## src/rtl/seq_pattern_tx.sv

```systemverilog
// ============================================================================
// seq_pattern_tx
// ----------------------------------------------------------------------------
// Serial pattern transmitter. A PAT_W-bit pattern and a repeat count are
// loaded over a valid/ready port. The pattern is then shifted out MSB-first,
// one bit per clock, for the requested number of repetitions. Typical use is
// driving the in_seq input of a serial sequence detector (e.g. a "101"
// detector), either on-chip or from a bench.
//
// Parameters
//   PAT_W   pattern width in bits (>= 2)
//   CNT_W   repeat-count width; at most 2**CNT_W-1 repetitions
//
// Ports
//   clk         in   1      clock, all logic on posedge
//   rst         in   1      asynchronous, active-high reset
//   load_valid  in   1      load request
//   load_ready  out  1      high only in IDLE; a load is accepted when
//                           load_valid & load_ready at a posedge
//   load_pat    in   PAT_W  pattern; bit PAT_W-1 is transmitted first
//   load_rep    in   CNT_W  repetitions; 0 is treated as 1
//   abort       in   1      synchronous stop of an active transmission
//   out_seq     out  1      serial data bit (0 whenever out_valid is 0)
//   out_valid   out  1      out_seq carries a pattern bit this cycle
//   busy        out  1      a transmission is in progress (state != IDLE)
//   done        out  1      1-cycle pulse with the final bit of the final rep
//
// Build option
//   SEQ_TX_GAP_EN  when defined, one idle GAP cycle (out_valid=0, busy=1) is
//                  inserted after every non-final repetition. When undefined,
//                  repetitions are sent back-to-back.
//
// All outputs are registered. The next value of every output is derived from
// the next FSM state and next counters, so outputs line up with the state
// they describe without an extra cycle of latency.
// ============================================================================
module seq_pattern_tx #(
    parameter int PAT_W = 3,
    parameter int CNT_W = 4
) (
    input  logic             clk,
    input  logic             rst,
    input  logic             load_valid,
    output logic             load_ready,
    input  logic [PAT_W-1:0] load_pat,
    input  logic [CNT_W-1:0] load_rep,
    input  logic             abort,
    output logic             out_seq,
    output logic             out_valid,
    output logic             busy,
    output logic             done
);

    // ------------------------------------------------------------------------
    // Local constants
    // ------------------------------------------------------------------------
    localparam int IDX_W = (PAT_W > 1) ? $clog2(PAT_W) : 1;

    localparam logic [IDX_W-1:0] IDX_LAST = IDX_W'(PAT_W - 1);
    localparam logic [IDX_W-1:0] IDX_ZERO = '0;
    localparam logic [IDX_W-1:0] IDX_ONE  = IDX_W'(1);
    localparam logic [CNT_W-1:0] REP_ZERO = '0;
    localparam logic [CNT_W-1:0] REP_ONE  = CNT_W'(1);

    localparam logic [1:0] S_IDLE  = 2'd0;
    localparam logic [1:0] S_SHIFT = 2'd1;
`ifdef SEQ_TX_GAP_EN
    localparam logic [1:0] S_GAP   = 2'd2;
`endif

    // ------------------------------------------------------------------------
    // State and datapath registers
    // ------------------------------------------------------------------------
    logic [1:0]       r_state;
    logic [PAT_W-1:0] r_pat;
    logic [IDX_W-1:0] r_bit_idx;   // index of the bit currently on out_seq
    logic [CNT_W-1:0] r_rep_left;  // repetitions left, including the current one

    logic             r_out_seq;
    logic             r_out_valid;
    logic             r_busy;
    logic             r_done;
    logic             r_load_ready;

    // ------------------------------------------------------------------------
    // Next-state signals
    // ------------------------------------------------------------------------
    logic [1:0]       w_state_nxt;
    logic [PAT_W-1:0] w_pat_nxt;
    logic [IDX_W-1:0] w_bit_idx_nxt;
    logic [CNT_W-1:0] w_rep_nxt;

    logic             w_last_bit;
    logic             w_last_rep;
    logic             w_accept;
    logic [CNT_W-1:0] w_load_rep_eff;

    logic             w_out_valid_nxt;
    logic             w_out_seq_nxt;
    logic             w_done_nxt;
    logic             w_busy_nxt;
    logic             w_load_ready_nxt;

    assign w_last_bit     = (r_bit_idx == IDX_ZERO);
    // "<=" rather than "==" so a corrupted zero count still terminates.
    assign w_last_rep     = (r_rep_left <= REP_ONE);
    assign w_accept       = load_valid && r_load_ready;
    assign w_load_rep_eff = (load_rep == REP_ZERO) ? REP_ONE : load_rep;

    // ------------------------------------------------------------------------
    // FSM and counter next-state logic
    // ------------------------------------------------------------------------
    always_comb begin
        w_state_nxt   = r_state;
        w_pat_nxt     = r_pat;
        w_bit_idx_nxt = r_bit_idx;
        w_rep_nxt     = r_rep_left;

        case (r_state)
            S_IDLE: begin
                // abort is ignored in IDLE, so abort+load still loads.
                if (w_accept) begin
                    w_state_nxt   = S_SHIFT;
                    w_pat_nxt     = load_pat;
                    w_bit_idx_nxt = IDX_LAST;
                    w_rep_nxt     = w_load_rep_eff;
                end
            end

            S_SHIFT: begin
                if (abort) begin
                    // When this is the final-bit cycle, the bit and done are
                    // already on the outputs; going IDLE is the same outcome
                    // as a normal finish.
                    w_state_nxt   = S_IDLE;
                    w_bit_idx_nxt = IDX_ZERO;
                    w_rep_nxt     = REP_ZERO;
                end else if (w_last_bit) begin
                    if (w_last_rep) begin
                        w_state_nxt   = S_IDLE;
                        w_bit_idx_nxt = IDX_ZERO;
                        w_rep_nxt     = REP_ZERO;
                    end else begin
                        w_rep_nxt = r_rep_left - REP_ONE;
`ifdef SEQ_TX_GAP_EN
                        // bit_idx stays at 0 through the gap and is
                        // reloaded when SHIFT resumes.
                        w_state_nxt   = S_GAP;
`else
                        w_bit_idx_nxt = IDX_LAST;
`endif
                    end
                end else begin
                    w_bit_idx_nxt = r_bit_idx - IDX_ONE;
                end
            end

`ifdef SEQ_TX_GAP_EN
            S_GAP: begin
                if (abort) begin
                    w_state_nxt   = S_IDLE;
                    w_bit_idx_nxt = IDX_ZERO;
                    w_rep_nxt     = REP_ZERO;
                end else begin
                    w_state_nxt   = S_SHIFT;
                    w_bit_idx_nxt = IDX_LAST;
                end
            end
`endif

            default: begin
                w_state_nxt   = S_IDLE;
                w_bit_idx_nxt = IDX_ZERO;
                w_rep_nxt     = REP_ZERO;
            end
        endcase
    end

    // ------------------------------------------------------------------------
    // Output next values, derived from the next state so that the registered
    // outputs describe the cycle the FSM is entering.
    // ------------------------------------------------------------------------
    assign w_out_valid_nxt  = (w_state_nxt == S_SHIFT);
    assign w_out_seq_nxt    = w_out_valid_nxt & w_pat_nxt[w_bit_idx_nxt];
    assign w_done_nxt       = w_out_valid_nxt
                              && (w_bit_idx_nxt == IDX_ZERO)
                              && (w_rep_nxt == REP_ONE);
    assign w_busy_nxt       = (w_state_nxt != S_IDLE);
    assign w_load_ready_nxt = (w_state_nxt == S_IDLE);

    // ------------------------------------------------------------------------
    // Registers
    // ------------------------------------------------------------------------
    always_ff @(posedge clk or posedge rst) begin
        if (rst) begin
            r_state      <= S_IDLE;
            r_pat        <= '0;
            r_bit_idx    <= IDX_ZERO;
            r_rep_left   <= REP_ZERO;
            r_out_seq    <= 1'b0;
            r_out_valid  <= 1'b0;
            r_busy       <= 1'b0;
            r_done       <= 1'b0;
            r_load_ready <= 1'b1;
        end else begin
            r_state      <= w_state_nxt;
            r_pat        <= w_pat_nxt;
            r_bit_idx    <= w_bit_idx_nxt;
            r_rep_left   <= w_rep_nxt;
            r_out_seq    <= w_out_seq_nxt;
            r_out_valid  <= w_out_valid_nxt;
            r_busy       <= w_busy_nxt;
            r_done       <= w_done_nxt;
            r_load_ready <= w_load_ready_nxt;
        end
    end

    assign out_seq    = r_out_seq;
    assign out_valid  = r_out_valid;
    assign busy       = r_busy;
    assign done       = r_done;
    assign load_ready = r_load_ready;

endmodule
```

## config.mk

```make
export PLATFORM = sky130hd
export DESIGN_NAME = seq_pattern_tx
export DESIGN_NICKNAME = d
export VERILOG_FILES = /design/src/rtl/seq_pattern_tx.sv
export SDC_FILE = /design/constraint.sdc
export NUM_CORES = 1
export LEC_CHECK = 0
export CORE_UTILIZATION = 50
export DETAILED_ROUTE_END_ITERATION = 10
export PLACE_DENSITY_LB_ADDON = 0.08
export SYNTH_ARGS = -nofsm -noshare
export SYNTH_HDL_FRONTEND = slang
export SYNTH_SLANG_ARGS = --single-unit
export TNS_END_PERCENT = 20
```

## constraint.sdc

```tcl
create_clock -name clk -period 2 [get_ports clk]
set_clock_uncertainty 0.05 [all_clocks]
set_input_delay 0.6 -clock clk [delete_from_list [all_inputs] [get_ports clk]]
set_output_delay 0.6 -clock clk [all_outputs]
set_load 0.02 [all_outputs]
```

; Word-level counts from Yosys, hierarchy flattened
; Cells that the tools add are included.
[totals]
regBits = 16
elab_cells = 46
[op_classes]
mux = 20
reduce_logical = 9
order_cmp = 2
n_addsub = 2
eq_ne = 3
bitwise_logic = 1
[ops]
columns = cell, n
row1 = two-way mux 4 bit, 5
row2 = two-way mux 2 bit, 8
row3 = logical NOT 2 bit, 4
row4 = case mux 2 bit (2 select lines), 2
row5 = case mux 4 bit (2 select lines), 1
row6 = two-way mux 3 bit, 2
row7 = == test 2 x 1 -> 1 bit (second input constant), 2
row8 = == test 4 x 1 -> 1 bit (second input constant), 1
row9 = <= comparator 4 x 1 -> 1 bit (second input constant), 1
row10 = logical NOT 4 bit, 1
row11 = subtractor 4 x 1 -> 4 bit (second input constant), 1
row12 = logical AND 1 bit, 3
row13 = less-than comparator 2 x 3 -> 1 bit (second input constant), 1
row14 = binary-select mux 1 bit (select 2 bit), 1
row15 = nonzero test 2 bit, 1
row16 = subtractor 2 x 1 -> 2 bit (second input constant), 1
row17 = AND 1 bit, 1
row18 = two-way mux 1 bit, 1

; Depth between registers and ports, before layout
[logic_depth]
word_depth = 8
mapped_depth = 8
depth_no_buf = 8

; Worst setup path before layout
; No wires, ideal clock.
[synth_timing]
path_type = flip-flop to flip-flop
startpoint = register r_rep_left[0]
endpoint = register r_out_seq (netlist: out_seq)
path_slack_ps = 250
path_stages_with_launch = 8
setup_ps = 119
arrival_time_ps = 1582
path_cell_list = dfrtp_1 -> inv_1 -> ha_1 -> nor2_1 -> o311a_1 -> o21a_1 -> and3_1 -> o21a_1
[synth_between]
elab_chain_len = 8
[synth_rtl]
columns = element, line_no
row1 = "start, declared", 77  ; logic [CNT_W-1:0] r_rep_left;
row2 = "start signal, assigned", 209  ; r_rep_left <= w_rep_nxt;
row3 = <= comparator 4 x 1 -> 1 bit, 106  ; assign w_last_rep = (r_rep_left <= REP_ONE);
row4 = two-way mux 2 bit, 139  ; if (w_last_rep) begin
row5 = two-way mux 2 bit, 138  ; end else if (w_last_bit) begin
row6 = two-way mux 2 bit, 131  ; if (abort) begin
row7 = case mux 2 bit (2 select lines), 119  ; case (r_state)
row8 = named net w_bit_idx_nxt[1], 90  ; logic [IDX_W-1:0] w_bit_idx_nxt;
row9 = binary-select mux 1 bit (select 2 bit), 184  ; assign w_out_seq_nxt = w_out_valid_nxt & w_pat_nxt[w_bit_idx_nxt];
row10 = two-way mux 1 bit (implied by the code), 184
row11 = AND 1 bit, 184
row12 = named net w_out_seq_nxt, 99  ; logic w_out_seq_nxt;
row13 = "end signal, assigned", 210  ; r_out_seq <= w_out_seq_nxt;
row14 = "end, declared", 79  ; logic r_out_seq;
; The timed path passes the listed nets, and every way through them passes these cells. The select of a mux whose other input is x is not followed.

; Final worst setup path
[layout_timing]
startpoint = input abort
endpoint = register r_done (netlist: done)
[layout_between]
elab_chain_len = 5
[layout_rtl]
columns = element, line_no
row1 = "start, declared", 47  ; input logic abort,
row2 = two-way mux 2 bit, 131
row3 = case mux 2 bit (2 select lines), 119
row4 = == test 2 x 1 -> 1 bit or logical NOT 2 bit (tied branches), "183, 186"
row5 = logical AND 1 bit, 186  ; && (w_bit_idx_nxt == IDX_ZERO)
row6 = logical AND 1 bit (*), 187  ; && (w_rep_nxt == REP_ONE);
row7 = named net w_done_nxt, 100  ; logic w_done_nxt;
row8 = "end signal, assigned", 213  ; r_done <= w_done_nxt;
row9 = "end, declared", 82  ; logic r_done;
; Mark *: on every way through the listed nets, which the timed path passes. The rest lies on a longest branch.

==> impl_metrics.csv <==
group,metric,value,unit
status,status,"complete, no violations",
clocking,cts_root_buffer,"clkbuf_4",
synthesis,yosysWarningCount,0,
timing,slew_violations,0,
power_and_ir_drop,leakagePower,0.571,nW
synthesis,synth.ff_latch_count,16,
placed_design,dpl_cell_area,1130,sq um
synthesis,synth_compound_area_share,20.9,%
clocking,clockBufferDepth,2,
placed_design,portBuffers,15,
synthesis,yosys.area_share.xor_xnor,0,%
synthesis,ys.flop_type,"dfrtp_1",
routing,drtIter0Drc,7,
global_routing,grt-ovfl-total,0,
job,max_cap_viol_count,0,
worst_setup_path,cp.required,2120,ps
synthesis,post-synth-top-count-cell,"dfrtp_1",
routing,drtPass1Iterations,5,
synthesis,synth_top_cell_by_area,"dfrtp_1",
clocking,holdBufCountCts,0,
clocking,cts.sinks,16,
worst_setup_path,cp_max_fo,4,
floorplanning,dieArea,1880,sq um
synthesis,synth_common_cells,"dfrtp_1 (15), inv_1 (8), nand2_1 (5), nor2_1 (5), mux2i_1 (4)",
global_routing,grt_pass1_wl,3190,um
power_and_ir_drop,total_power,860,uW
floorplanning,num_rows,14,
power_and_ir_drop,power_density,726,nW/um^2
global_routing,grt_pass1_vias,739,
placed_design,place_hpwl,1550,um
synthesis,synth_cells,77,
clocking,cts_tree,"built",
synthesis,synth_top_area_share,43.9,%
synthesis,seq_area_frac_synth,47.0,%
routing,wirelength,1950,um
clocking,htree_levels,1,
routing,drc,0,
synthesis,synth_nets,90,
synthesis,synthSimpleGateAreaFrac,16.1,%
synthesis,synthAdderAreaFrac,2.93,%
synthesis,syn-cell-area,855,sq um
routing,postRouteAntennaNets,0,
worst_setup_path,r2r_cells,8,
floorplanning,die_w,43.3,um
floorplanning,ios,16,
hold_path,hold_depth,1,
synthesis,synthMuxAreaShare,8.64,%
timing,rsz0062_at_grt,"false",
clocking,clk_latency,290,ps
hold_path,hp-class,"flip-flop to flip-flop",
global_routing,grt.total_usage,23.9,%
worst_setup_path,cp_data_arrival_time,2040,ps
layout,num-fill-cells,94,
synthesis,synth.distinct_cells,36,
global_routing,grt_start_max_net_pins,17,
synthesis,syn_avg_cell_area,11.1,sq um
synthesis,synth-edff-count,0,
synthesis,async_reset_ff_share,100,%
routing,drt-wirelength-per-cell,15.4,um
placed_design,place_congestion,0.797,
floorplanning,start_util,54.8,%
layout,final_core_util,76.0,%
worst_setup_path,slowest_stage,"clkdlybuf4s50_1",
global_routing,antenna_found_initial,0,
floorplanning,chipHeight,43.3,um
timing,fmax,0.523,GHz
timing,min_period_over_period,95.6,%
power_and_ir_drop,irDropWorstVdd,0.559,mV
timing,finalHoldViolCount,0,
worst_setup_path,startpoint_type,"primary input",
routing,viasPerCell,5.73,
worst_setup_path,crit_chain,"clkdlybuf4s50_1 -> nor3b_4 -> o41ai_4 -> a41o_2 -> o2111ai_2 -> nor3_2",
worst_setup_path,end_kind,"flip-flop",
layout,syn_to_final_growth,38.7,%
synthesis,synth_top_family_by_area,"compound AO/OA/AOI/OAI gates",
layout,drive_gt1_share,30.9,%
timing,fin_crit,1910,ps
layout,diodes,0,
worst_setup_path,crit_path_max_incr_delay,460,ps
synthesis,synth_area_leaders,"dfrtp_1 (44%), mux2i_1 (4.7%), mux2_2 (4.0%), inv_1 (3.5%), o41ai_4 (3.2%)",
floorplanning,core-area,1560,sq um
worst_setup_path,path_class,"primary input to flip-flop",
clocking,cts-buffers-inserted,3,
clocking,path_clk_slew,100,ps
routing,dr_total_vias,722,
clocking,post_cts_buffers,0,
timing,finalSetupViolations,0,
layout,nets,124,
layout,design_area,1180,sq um
-- what timing repair did --
action / in CTS / in global routing
setup endpoints to repair: 1 / 2
pin swaps: 0 / 2
resized for setup: 1 / 4
-- stage by stage --
stage | cells | hold slack [ps] | worst slack, ps | setup TNS, ps
floorplan | 77 | 416 | 250 | 0
global placement | 122 | 431 | -258 | -975
detailed placement | 122 | 443 | -296 | -1230
CTS | 126 | 469 | 23.3 | 0
global route | 126 | 475 | 16.0 | 0
finish | 126 | 464 | 87.9 | 0
-- flip-flops by register name, indices dropped and copies added, names as in the netlist --
signal      cells
r_rep_left      4
r_pat           3
r_bit_idx       2
r_state         2
busy            1
done            1
load_ready      1
out_seq         1
out_valid       1
-- final timing paths --
| check | from | to | slack (ps) |
|---|---|---|---|
| min | r_pat[2]$_DFF_PP0_ | r_pat[2]$_DFF_PP0_ | 460 |
| max in group asynchronous | rst | load_ready$_DFF_PP1_ | 1100 |
| min reg2reg | r_pat[2]$_DFF_PP0_ | r_pat[2]$_DFF_PP0_ | 460 |
| max | abort | done$_DFF_PP0_ | 90 |
| max reg2reg | r_rep_left[0]$_DFF_PP0_ | r_rep_left[2]$_DFF_PP0_ | 180 |
| min in group asynchronous | rst | r_rep_left[1]$_DFF_PP0_ | 550 |
-- routing by layer --
layer  global-route usage (%)  share of wire, %
met2                     43.9                56
met5                        0                 0
met1                     26.4                39
met4                     12.5               2.1
met3                     3.75               2.5
-- placed cells by master, fill, tap and decap left out, types with 2 or more instances in the layout --
cell	count
a21oi_1	3
buf_4	14
clkbuf_4	3
clkdlybuf4s50_1	13
dfrtp_1	15
ha_1	2
inv_1	8
mux2_2	3
mux2i_1	4
nand2_1	5
nor2_1	5
nor3_1	2
o21a_1	2
o21ai_0	3
-- worst max-delay path: cells and delay by family --
kind / cells / cell delay, ps
compound gates: 3 / 610
simple gates: 2 / 370
buf+inv: 1 / 460
-- kinds of logic (layout without fill, tap and decap cells) --
group           after synthesis  in the layout
other cells                   1              1
flops                        16             16
compound gates               21             21
buf+inv                       9             42
mux                           7              7
fa+ha+maj                     2              2
simple gates                 21             21
-- layout make-up --
type	instances	area (sq um)	share of cell area, %
well taps	16	20.0	1.69
multi-input cells	52	437	36.9
inverters	9	33.8	2.85
flip-flops and latches	16	402	33.9
clock buffers	4	36.3	3.06
repair buffers	29	256	21.6
-- power breakdown --
group | switching (mW) | internal, mW | total [mW] | leakage (nW)
Sequential | 0.0317 | 0.362 | 0.394 | 0.205
Clock | 0.110 | 0.111 | 0.221 | 0.0210
Combinational | 0.116 | 0.130 | 0.245 | 0.345
Note: power is estimated with default switching activity, not from simulation.
